$ cat src/rtl/adc_fifo_writer_if.sv
// rtl/adc_fifo_writer_if.sv - Avalon-style write bus between adc_fifo_writer and a system FIFO sink
//
// Signals:
//   writedata    32  word offered to the sink
//   write         1  writedata is valid this cycle
//   waitrequest   1  sink stall; the master holds writedata/write while high
// Modports:
//   master  drives writedata/write, samples waitrequest (adc_fifo_writer side)
//   slave   samples writedata/write, drives waitrequest (system FIFO side)

interface adc_fifo_writer_if;
   logic [31:0] writedata;
   logic        write;
   logic        waitrequest;

   modport master (output writedata, output write, input waitrequest);
   modport slave  (input writedata, input write, output waitrequest);
endinterface

$ cat src/rtl/adc_fifo_writer.sv
// rtl/adc_fifo_writer.sv - ADC event builder: header/data/trailer framing into a system FIFO
//
// Captures NSAMP ADC samples per accepted trigger, packs them in pairs into 32-bit
// words, frames them as header / data / trailer and drains them through a local
// word buffer into the system FIFO with waitrequest flow control.
//
// Ports:
//   clk_clk        in   1      system clock
//   reset_reset_n  in   1      asynchronous active-low reset
//   ext_rst        in   1      synchronous soft clear, active high, highest priority
//   write_en       in   1      trigger enable
//   trig           in   1      external trigger level (synchronous to clk_clk)
//   adc_data       in   ADC_W  ADC sample
//   adc_valid      in   1      adc_data valid this cycle
//   fifo_in        master      writedata/write/waitrequest bus to the system FIFO
//   busy           out  1      event in capture, buffer non-empty or write pending
//   ovf            out  1      sticky overflow (cleared by reset or ext_rst only)
//   evt_cnt        out  16     accepted-event counter, wraps 0xFFFF -> 0

module adc_fifo_writer #(
   parameter int         ADC_W     = 12,
   parameter int         NSAMP     = 64,
   parameter int         BUF_DEPTH = 16,
   parameter logic [7:0] HDR_TAG   = 8'hA5,
   parameter logic [7:0] TRL_TAG   = 8'h5A
) (
   input  logic                clk_clk,
   input  logic                reset_reset_n,
   input  logic                ext_rst,
   input  logic                write_en,
   input  logic                trig,
   input  logic [ADC_W-1:0]    adc_data,
   input  logic                adc_valid,
   adc_fifo_writer_if.master   fifo_in,
   output logic                busy,
   output logic                ovf,
   output logic [15:0]         evt_cnt
);

   localparam int         AW       = $clog2(BUF_DEPTH);
   localparam logic [AW:0] FULL_CNT = (AW+1)'(BUF_DEPTH);
   localparam logic [15:0] NSAMP_W  = 16'(NSAMP);

   typedef enum logic [1:0] {S_IDLE, S_DATA, S_TRL} state_t;

   state_t            state;
   logic              trig_q;
   logic [15:0]       samp_cnt;
   logic [ADC_W-1:0]  even_q;
   logic              evt_ovf;

   logic [31:0]       mem [BUF_DEPTH];
   logic [AW-1:0]     wr_ptr;
   logic [AW-1:0]     rd_ptr;
   logic [AW:0]       count;
   logic [31:0]       out_data;
   logic              out_valid;

   logic              trig_edge;
   logic              push_req;
   logic [31:0]       push_word;
   logic              full;
   logic              empty;
   logic              push_ok;
   logic              accept;
   logic              pop;

   // Full/empty come from registered state only, so a push into a full buffer
   // is dropped even when a pop frees a slot in the same cycle.
   assign full    = (count == FULL_CNT);
   assign empty   = (count == '0);
   assign push_ok = push_req & ~full;
   assign accept  = out_valid & ~fifo_in.waitrequest;
   // Output register refills when empty or when its word leaves this cycle.
   assign pop     = ~empty & (~out_valid | accept);

   assign fifo_in.writedata = out_data;
   assign fifo_in.write     = out_valid;
   assign busy              = (state != S_IDLE) | ~empty | out_valid;

   always_comb begin
      trig_edge = trig & ~trig_q;
      push_req  = 1'b0;
      push_word = '0;
      case (state)
         S_IDLE: begin
            if (trig_edge && write_en) begin
               push_req  = 1'b1;
               push_word = {HDR_TAG, 8'h00, evt_cnt};
            end
         end
         S_DATA: begin
            // An odd-indexed sample completes a pair; the older sample goes low.
            if (adc_valid && samp_cnt[0]) begin
               push_req  = 1'b1;
               push_word = {16'(adc_data), 16'(even_q)};
            end
         end
         S_TRL: begin
            push_req  = 1'b1;
            push_word = {TRL_TAG, evt_ovf, 7'b0, NSAMP_W};
         end
         default: ;
      endcase
   end

   // Event FSM: header on accepted edge, sample pairing, trailer.
   always_ff @(posedge clk_clk or negedge reset_reset_n) begin
      if (!reset_reset_n) begin
         state    <= S_IDLE;
         trig_q   <= 1'b0;
         samp_cnt <= '0;
         even_q   <= '0;
         evt_ovf  <= 1'b0;
         ovf      <= 1'b0;
         evt_cnt  <= '0;
      end else if (ext_rst) begin
         state    <= S_IDLE;
         trig_q   <= 1'b0;
         samp_cnt <= '0;
         even_q   <= '0;
         evt_ovf  <= 1'b0;
         ovf      <= 1'b0;
         evt_cnt  <= '0;
      end else begin
         trig_q <= trig;
         case (state)
            S_IDLE: begin
               if (trig_edge && write_en) begin
                  if (!full) begin
                     evt_cnt  <= evt_cnt + 16'd1;
                     samp_cnt <= '0;
                     state    <= S_DATA;
                  end else begin
                     ovf <= 1'b1;
                  end
               end
            end
            S_DATA: begin
               if (adc_valid) begin
                  if (!samp_cnt[0]) begin
                     even_q <= adc_data;
                  end else if (full) begin
                     ovf     <= 1'b1;
                     evt_ovf <= 1'b1;
                  end
                  // Counting continues through drops so the event length is fixed.
                  samp_cnt <= samp_cnt + 16'd1;
                  if (samp_cnt == NSAMP_W - 16'd1) begin
                     state <= S_TRL;
                  end
               end
            end
            S_TRL: begin
               // The trailer waits for space rather than being dropped.
               if (!full) begin
                  evt_ovf <= 1'b0;
                  state   <= S_IDLE;
               end
            end
            default: state <= S_IDLE;
         endcase
      end
   end

   // Buffer storage has no reset; validity is tracked by the pointers and count.
   always_ff @(posedge clk_clk) begin
      if (push_ok) begin
         mem[wr_ptr] <= push_word;
      end
   end

   always_ff @(posedge clk_clk or negedge reset_reset_n) begin
      if (!reset_reset_n) begin
         wr_ptr    <= '0;
         rd_ptr    <= '0;
         count     <= '0;
         out_data  <= '0;
         out_valid <= 1'b0;
      end else if (ext_rst) begin
         wr_ptr    <= '0;
         rd_ptr    <= '0;
         count     <= '0;
         out_data  <= '0;
         out_valid <= 1'b0;
      end else begin
         if (push_ok) begin
            wr_ptr <= wr_ptr + 1'b1;
         end
         if (pop) begin
            rd_ptr <= rd_ptr + 1'b1;
         end
         case ({push_ok, pop})
            2'b10:   count <= count + 1'b1;
            2'b01:   count <= count - 1'b1;
            default: ;
         endcase
         if (pop) begin
            out_data  <= mem[rd_ptr];
            out_valid <= 1'b1;
         end else if (accept) begin
            out_valid <= 1'b0;
         end
      end
   end

endmodule

$ cat src/flat_wrapper.sv
// flat-port wrapper written by rule: the top's interface ports become plain ports
module adc_fifo_writer_flat 
#(
   parameter int         ADC_W     = 12,
   parameter int         NSAMP     = 64,
   parameter int         BUF_DEPTH = 16,
   parameter logic [7:0] HDR_TAG   = 8'hA5,
   parameter logic [7:0] TRL_TAG   = 8'h5A
)
  (clk_clk, reset_reset_n, ext_rst, write_en, trig, adc_data, adc_valid, busy, ovf, evt_cnt, fifo_in_writedata, fifo_in_write, fifo_in_waitrequest);
  adc_fifo_writer_if fifo_in_i ();
  input  logic clk_clk;
  input  logic reset_reset_n;
  input  logic ext_rst;
  input  logic write_en;
  input  logic trig;
  input  logic [ADC_W-1:0] adc_data;
  input  logic adc_valid;
  output logic busy;
  output logic ovf;
  output logic [15:0] evt_cnt;
  output wire logic [$bits(fifo_in_i.writedata)-1:0] fifo_in_writedata;
  output wire logic [$bits(fifo_in_i.write)-1:0] fifo_in_write;
  input wire logic [$bits(fifo_in_i.waitrequest)-1:0] fifo_in_waitrequest;
  assign fifo_in_writedata = fifo_in_i.writedata;
  assign fifo_in_write = fifo_in_i.write;
  assign fifo_in_i.waitrequest = fifo_in_waitrequest;
  adc_fifo_writer #(.ADC_W(ADC_W), .NSAMP(NSAMP), .BUF_DEPTH(BUF_DEPTH), .HDR_TAG(HDR_TAG), .TRL_TAG(TRL_TAG)) u_core (.clk_clk(clk_clk), .reset_reset_n(reset_reset_n), .ext_rst(ext_rst), .write_en(write_en), .trig(trig), .adc_data(adc_data), .adc_valid(adc_valid), .fifo_in(fifo_in_i), .busy(busy), .ovf(ovf), .evt_cnt(evt_cnt));
endmodule
$ cat config.mk
export PLATFORM = sky130hd
export DESIGN_NAME = adc_fifo_writer_flat
export DESIGN_NICKNAME = d
export VERILOG_FILES = /design/src/rtl/adc_fifo_writer_if.sv /design/src/rtl/adc_fifo_writer.sv /design/src/flat_wrapper.sv
export SDC_FILE = /design/constraint.sdc
export NUM_CORES = 1
export LEC_CHECK = 0
export CORE_MARGIN = 2
export CORE_UTILIZATION = 35
export DETAILED_ROUTE_END_ITERATION = 12
export PLACE_DENSITY = 0.55
export SKIP_LAST_GASP = 1
export SYNTH_ARGS = -nofsm -noshare
export SYNTH_HDL_FRONTEND = slang
export SYNTH_SLANG_ARGS = --single-unit
$ cat constraint.sdc
create_clock -name clk_clk -period 6.4 [get_ports clk_clk]
set_input_delay 0.96 -clock clk_clk [delete_from_list [all_inputs] [get_ports clk_clk]]
set_output_delay 0.96 -clock clk_clk [all_outputs]
set_load 0.05 [all_outputs]
==> metrics list, run 1 <==
- The run finished with clean final reports.
- Vias per cell: 5.246
- Data arrives at the worst endpoint at 3.05 ns.
- Worst R2R End: u_core.mem[15][16]
- Power spread over the standard cell area amounts to 370.7 nW/um^2.
- After layout, the minimum clock period comes to 4.012 ns.
- The largest individual stage delay along the critical path comes from the cell sky130_fd_sc_hd__clkdlybuf4s50_1.
- Sequential-to-total area share from yosys stat: 0.7279
- Static timing analysis puts the maximum clock frequency at 0.2492 GHz.
* Register Area: 16750 um^2
- Global-route wire length before repair: 80640 um
* Endpoint required time on the critical path: 5.44 ns
- Placed cells: 2109
- The via count of the first global-routing pass came to 12255.
- Final setup margin: 2.388 ns
- Detailed routing inserted a total of 11640 vias.
* DR WL/cell: 23.92 um
- Total CTS buffers: 59
* Pin count of the biggest net entering global routing: 69
- Type of element capturing the critical path: output port
- Vertical die dimension: 260.3 um
* Largest fanout on the critical path: 9
* Worst slack, placed: 1.821 ns
* Max H-tree Level: 2
- The die covers 67780 um^2.
- RSZ-0062 raised after global routing: false
- Setup Skew: 0.01395 ns
- The completed layout was analyzed and its total power is 9.922 mW.
* Area of the core: 64700 um^2
- In this run, the number of DRC markers left after iteration 0 of detailed routing was 966.
* Final design area excluding fillers: 26760 um^2
* Total placed instance area: 24690 um^2
- After clock tree synthesis, the setup repair step added 0 buffers.
- Kind of cell with the highest combined delay on the critical path: simple AND/OR/NAND/NOR gates
* Number of inserted filler cells in the final layout: 5775
- Setup violation total in the final timing report: 0
* Placer congestion estimate: 0.8249
* Leak pwr: 9.430 nW
- GRT Resource Usage Total: 0.1608
* Max Buffers Root-to-Sink: 3
* Final core utilization: 0.4137
* Post-Synthesis Mean Instance Area: 18.55 um^2
- The clock net in this run drives a total of 573 sinks.
* Category of the critical setup timing path: flop to output port
- In this run the tool buffered the top-level ports with 69 buffer cells.
- Summing all multi-input logic gate instances after layout gives 5948 um^2.
- Standard-cell row count: 93
- Top flip-flop cell by instance count after synthesis: sky130_fd_sc_hd__edfxtp_1
- DRC: 0
- In this run the horizontal extent of the chip is 260.3 um.
- Number of inserted diodes: 0
* Antenna viol nets, final: 0
* Worst IR drop on VDD: 0.2227 mV
- Post-DP HPWL: 32020 um
- Clock latency on the worst-skew pair, taken at its later pin, is 0.61 ns.
- For this configuration, the core starts out at a cell density of 0.3555.
* Number of nets at the end of the flow: 1343
* Number of enable flip-flop cells after synthesis: 480
- The tightest hold path in the finished design has a slack of 0.2982 ns.
- Buffer type at the clock tree root: sky130_fd_sc_hd__clkbuf_16
- In this run the register-to-register setup slack is 2.76 ns.
- Asr flop ratio synth: 0.1623
- Maxcap violations: 0
- Kind of start point of the critical path: flop
* Origin of the critical flop-to-flop path: u_core.state[0]
* Depth of the worst register-to-register path: 4
- Total of cells resized after clock tree synthesis: 0
* Area growth, synth to finish: 16.36%
- Crit. Startpoint: u_core.count[1]
* Grt total ovfl: 0
- The final hold violation count came to 0.
- The initial antenna violation count was 0.
- In the final layout, the share of cells above drive strength 1 is 0.2089.
* Clock transition at the registers of the reported paths: 0.06 ns
* Count of different cell masters after synthesis: 63
* Number of instances in the synthesized netlist: 1240
- Headroom to the max-slew limit: 0.2549
* Max-slew violation count: 0
* Worst path cell trace: or4_4 -> or4_1 -> clkdlybuf4s50_1
- Wires add up to 53080 um.
* Transition at the pin with the smallest max-transition slack: 1.115 ns
- 1st-pass router iterations: 4
* Type of the tightest min-delay check: input pin to async pin
- Once layout is complete, the cells apart from fillers number 2219.
- The largest single stage delay on the critical path is 0.73 ns.
- Boundary Pins: 70
- After synthesis the netlist holds a flip-flop and latch count of 573.
* Worst Path Buf+Inv: 1
- After synthesis the cells add up to 23000 um^2.
* TritonCTS clock tree: done
* Post-route fraction of the period consumed by the critical path: 0.6269
- Number of warnings issued by yosys: 0
- Hold buffer count at cts: 0
- Syn_nets: 1268
* Final total negative setup slack: 0 ns
[cell type report]
class,count,share of cell area
flip-flops and latches,573,0.6260
well taps,855,0.03997
clock buffers,71,0.06068
inverters,14,0.001964
clock inverters,39,0.01669
multi-input cells,575,0.2223
repair buffers,92,0.03245
[placed cells by master (no fill, tap or decap), types with 19 or more instances in the layout]
cell type                         synthesis  final
sky130_fd_sc_hd__dfrtp_1                 93     89
sky130_fd_sc_hd__nand2_1                 36     36
sky130_fd_sc_hd__mux2i_1                 33     33
sky130_fd_sc_hd__o21ai_0                 19     19
sky130_fd_sc_hd__clkdlybuf4s50_1          0     67
sky130_fd_sc_hd__a21oi_1                 46     46
sky130_fd_sc_hd__edfxtp_1               480    480
sky130_fd_sc_hd__a22o_1                  54     54
sky130_fd_sc_hd__mux4_2                 120    120
sky130_fd_sc_hd__clkbuf_16                0     61
sky130_fd_sc_hd__nor2b_1                 32     32
sky130_fd_sc_hd__a211oi_1                30     30
sky130_fd_sc_hd__buf_4                    2     23
sky130_fd_sc_hd__nor2_1                  45     38
[kinds of logic (layout without fill, tap and decap cells)]
family | count (synthesis) | in the layout | synth area share
DFF | 573 | 573 | 0.7279
buffers and inverters | 92 | 216 | 0.01773
xor gates and xnor gates | 21 | 21 | 0.007997
muxes | 155 | 155 | 0.1332
and+or+nand+nor | 207 | 207 | 0.04967
adders and majority gates | 9 | 9 | 0.004896
AOI/OAI and AO/OA | 183 | 183 | 0.05865
[report_power, final]
part | internal, mW | leakage [nW] | switching [mW] | total [mW]
logic | 0.843 | 2.12 | 1.12 | 1.97
registers | 4.13 | 6.29 | 0.199 | 4.33
clock network | 2.17 | 1.02 | 1.46 | 3.63
[worst register-to-register path: stages, from the launching register on]
cell                       delay, ns
sky130_fd_sc_hd__dfrtp_1        0.52
sky130_fd_sc_hd__nor4bb_1       0.80
sky130_fd_sc_hd__o32a_1         0.61
sky130_fd_sc_hd__nand3_1        0.41
sky130_fd_sc_hd__nor2_4         0.88
[metal layers]
metal  global-route usage  wire [um]  vias up  part of all wire
li1                     -          -     5178                 -
met2               0.2566      25570      236              0.48
met4              0.04921       1269        0             0.024
met5                    0          0        -                 0
met1               0.2296      24260     6152              0.46
met3              0.02224       1988       74             0.037
[sequential cells by signal, summed over array words and instances, names as in the netlist]
| register | flops |
|---|---|
| u_core.even_q | 12 |
| u_core.samp_cnt | 16 |
| u_core.count | 5 |
| u_core.trig_q | 1 |
| u_core.fifo_in.write | 1 |
| u_core.evt_cnt | 16 |
| u_core.fifo_in.writedata | 30 |
| u_core.state | 2 |
| u_core.mem | 480 |
| u_core.ovf | 1 |
| u_core.evt_ovf | 1 |
| u_core.wr_ptr | 4 |
| u_core.rd_ptr | 4 |
[synth_stat cells (5+ instances only)]
cell type / instances / area share
sky130_fd_sc_hd__nand3_1: 8 / 0.0017
sky130_fd_sc_hd__mux2i_1: 33 / 0.014
sky130_fd_sc_hd__and3_1: 12 / 0.0033
sky130_fd_sc_hd__nor4_1: 10 / 0.0027
sky130_fd_sc_hd__a211oi_1: 30 / 0.0098
sky130_fd_sc_hd__nor3_1: 9 / 0.0020
sky130_fd_sc_hd__a22o_1: 54 / 0.021
sky130_fd_sc_hd__ha_1: 9 / 0.0049
sky130_fd_sc_hd__or3_1: 5 / 0.0014
sky130_fd_sc_hd__nor2b_1: 32 / 0.0087
sky130_fd_sc_hd__dfrtp_1: 93 / 0.10
sky130_fd_sc_hd__inv_1: 14 / 0.0023
sky130_fd_sc_hd__nor2_1: 45 / 0.0073
sky130_fd_sc_hd__buf_2: 19 / 0.0041
sky130_fd_sc_hd__xnor2_1: 7 / 0.0027
sky130_fd_sc_hd__clkbuf_1: 47 / 0.0077
sky130_fd_sc_hd__buf_1: 5 / 0.00082
sky130_fd_sc_hd__mux4_2: 120 / 0.12
sky130_fd_sc_hd__nand2_1: 36 / 0.0059
sky130_fd_sc_hd__o31ai_1: 7 / 0.0023
sky130_fd_sc_hd__o21ai_0: 19 / 0.0041
sky130_fd_sc_hd__nand4_1: 8 / 0.0022
sky130_fd_sc_hd__xor2_1: 14 / 0.0053
sky130_fd_sc_hd__edfxtp_1: 480 / 0.63
sky130_fd_sc_hd__and2_1: 18 / 0.0049
sky130_fd_sc_hd__a21oi_1: 46 / 0.010
[worst max path at each step]
stage,end,cells after the start,slack (ns)
finish,busy,3,2.39
global route,u_core.mem[15][11],5,2.24
CTS,busy,3,2.36
detailed placement,u_core.mem[13][17],5,1.82
global placement,u_core.mem[12][17],5,1.88
floorplan,u_core.mem[3][0],6,1.13
(Power assumes the default switching activity.)
==> run 2, diff against run 1 <==
- PLACE_DENSITY: 0.55 -> 0.57
- clock period: 6.4 -> 3.3 ns (I/O delays scaled with it)
==> run 2 against run 1 <==
Compared with the run above:
- clock-buffer cell count decreased by 2
- register-to-register slack got worse by 2.4 ns
- flip-flop and latch count unchanged
- highest routed layer unchanged
- clock skew increased by 0.0026 ns
- die area unchanged
- global-route usage increased by 0.66 points
==> metrics list, run 2 (same netlist as run 1, synthesis figures left out) <==
* Setup violation total in the final timing report: 0 (unchanged)
- Area growth, synth to finish: 18.65%
- STA classifies the critical path endpoint as an output port.
* Total CTS buffers: 58 (-1.7%)
* DRC: 0 (unchanged)
- Max H-tree Level: 2 (unchanged)
- Depth of the worst register-to-register path: 9 (+5)
* Number of buffer cells added on primary ports: 69 (unchanged)
* Final core utilization: 0.4218 (+0.008123)
- The post-route worst hold slack is 0.05209 ns (-0.2462 ns).
- The effective utilization at floorplan is 0.3555 (unchanged).
- The post-CTS setup buffer count is 0 (unchanged).
- The average wire length per cell after detail routing came to 24.59 um (+2.8%).
- The maximum buffer depth of the clock tree is 3 (unchanged).
* Clock sink count: 573 (unchanged)
* Category of the critical setup timing path: flop to output port
- The total power after layout was 19.28 mW (+94%).
- The final worst clock skew was 0.01653 ns (+0.002579 ns).
* Pin count of the biggest net entering global routing: 69 (unchanged)
- 1st-pass router iterations: 5 (+1)
- The worst setup slack after placement was 0.08138 ns (-1.739 ns).
- Final total negative setup slack: 0 ns (unchanged)
- The die height is 260.3 um (unchanged).
- The final hold violation count came to 0 (unchanged).
- Ratio of cells with drive above 1 in the final layout: 0.2305 (+0.02155)
- Worst path arrival time: 2.68 ns (-0.37 ns)
- The via count of the first global-routing pass was 12622 (+3.0%).
- Worst R2R End: u_core.count[4]
* Logic gate share of total power: 0.215 (+0.017)
- The die area is 67780 um^2 (unchanged).
- The path class of the tightest hold or removal check is input pin to async pin.
- The total half-perimeter wirelength after legalization and detailed placement came to 35060 um (+9.5%).
* Sw Share: 0.2830 (+0.003130)
- Total of cells resized after clock tree synthesis: 1 (+1)
- Area of the core: 64700 um^2 (unchanged)
- The register with the most flip-flops in the final layout is u_core.mem.
- Grt total ovfl: 0 (unchanged)
* Vias per cell: 5.282 (+0.70%)
* Maxcap violations: 0 (unchanged)
* Placer congestion estimate: 0.8019 (-2.8%)
- Run status: completed
- The leakage power was 9.671 nW (+2.5%).
* Standard-cell row count: 93 (unchanged)
- The worst relative slew slack was 0.3164 (+0.06157).
- Global-route wire length before repair: 83620 um (+3.7%)
- Buffer type at the clock tree root: sky130_fd_sc_hd__clkbuf_16
- The slack of the critical path was 0.1235 ns (-2.264 ns).
* Number of nets at the end of the flow: 1389 (+3.4%)
* Hold buffer count at cts: 0 (unchanged)
- Timing would allow up to 0.3148 GHz.
* Max FFs per register: 480 (unchanged)
- Origin of the critical flop-to-flop path: u_core.count[0]
* Worst IR drop on VDD: 0.5435 mV (+140%)
- Transition at the pin with the smallest max-transition slack: 1.025 ns (-0.08971 ns)
- The setup slack of the most critical reg-to-reg path was 0.36 ns (-2.40 ns).
* Clock transition at the registers of the reported paths: 0.06 ns (about the same)
- Post-route fraction of the period consumed by the critical path: 0.9626
* Kind of start point of the critical path: flop
- Max-slew violation count: 0 (unchanged)
- Total number of vias: 11964 (+2.8%)
- Leading cell types in the layout, fill and taps excluded: 480 x sky130_fd_sc_hd__edfxtp_1, 120 x sky130_fd_sc_hd__mux4_2, 89 x sky130_fd_sc_hd__dfrtp_1
- Power density of the placed cells: 706.4 nW/um^2 (+91%)
- Final design area excluding fillers: 27290 um^2 (+2.0%)
* Endpoint required time on the critical path: 2.80 ns (-2.64 ns)
- Placed cells: 2156 (+2.2%)
* DR iter-0 viols: 994 (+2.9%)
- The initial antenna violation count was 2 (+2).
* TritonCTS clock tree: done
- Number of inserted diodes: 0 (unchanged)
* RSZ-0062 raised after global routing: false
- The overall global routing resource usage was 0.1674 (+0.006645).
- Finished Layout Cells: 2265 (+2.1%)
* Tmin final: 3.177 ns
* Leading cell type in the layout, fill and taps excluded: sky130_fd_sc_hd__edfxtp_1
- Boundary Pins: 70 (unchanged)
- Clk Latency, worst-skew pair: 0.61 ns (about the same)
- The routed wire length was 55690 um (+4.9%).
- Total placed instance area: 25300 um^2 (+2.5%)
- P_int: 13.82 mW (+93%)
- Power share of the clock group: 0.353 (-0.013)
- The critical-path maximum fanout was 7 (-2).
- Die boundary width: 260.3 um (unchanged)
* Sequential share of power: 0.432 (-0.004)
- The number of nets with antenna violations after detailed routing was 0 (unchanged).
- The power spent charging and discharging nets is 5.455 mW (+96%).
run 2: final cells by class:
type | count | area, um^2
clock inverters | 40 | 420.4
repair buffers | 139 | 1445
multi-input cells | 575 | 5981
clock buffers | 69 | 1567
fillers | 5722 | 37410
well taps | 855 | 1070
flip-flops and latches | 573 | 16750
inverters | 14 | 52.55
run 2: power by group through the flow:
stage / combinational, mW / sequential, mW / clock, mW
2_1_floorplan: 2.49 / 8.82 / 0
5_1_grt: 4.45 / 8.37 / 7.24
4_1_cts: 4.23 / 8.34 / 6.97
3_5_place_dp: 4.22 / 8.49 / 0
6_report: 4.14 / 8.33 / 6.81
3_3_place_gp: 4.20 / 8.49 / 0
run 2: metal layers:
metal	global-route usage	wire, um	vias up
met4	0.03619	833	0
li1	-	-	5273
met3	0.02982	2915	57
met1	0.2322	24830	6325
met2	0.2770	27110	309
met5	0	0	-
run 2: worst max-delay path by stage:
| stage | from | endpoint | slack, ns | depth (start not counted) |
|---|---|---|---|---|
| floorplan | write_en | u_core.mem[4][0] | -0.82 | 5 |
| global placement | write_en | u_core.count[4] | 0.04 | 10 |
| detailed placement | write_en | u_core.count[4] | 0.08 | 10 |
| CTS | u_core.count[0] | busy | 0.08 | 3 |
| global route | u_core.count[0] | busy | 0.02 | 3 |
| finish | u_core.count[0] | busy | 0.12 | 3 |
run 2: worst max-delay path, cell delays in order (launching register included):
cell,delay (ns)
sky130_fd_sc_hd__dfrtp_1,0.48
sky130_fd_sc_hd__or4_4,0.65
sky130_fd_sc_hd__or4_1,0.50
sky130_fd_sc_hd__dlygate4sd2_1,0.44
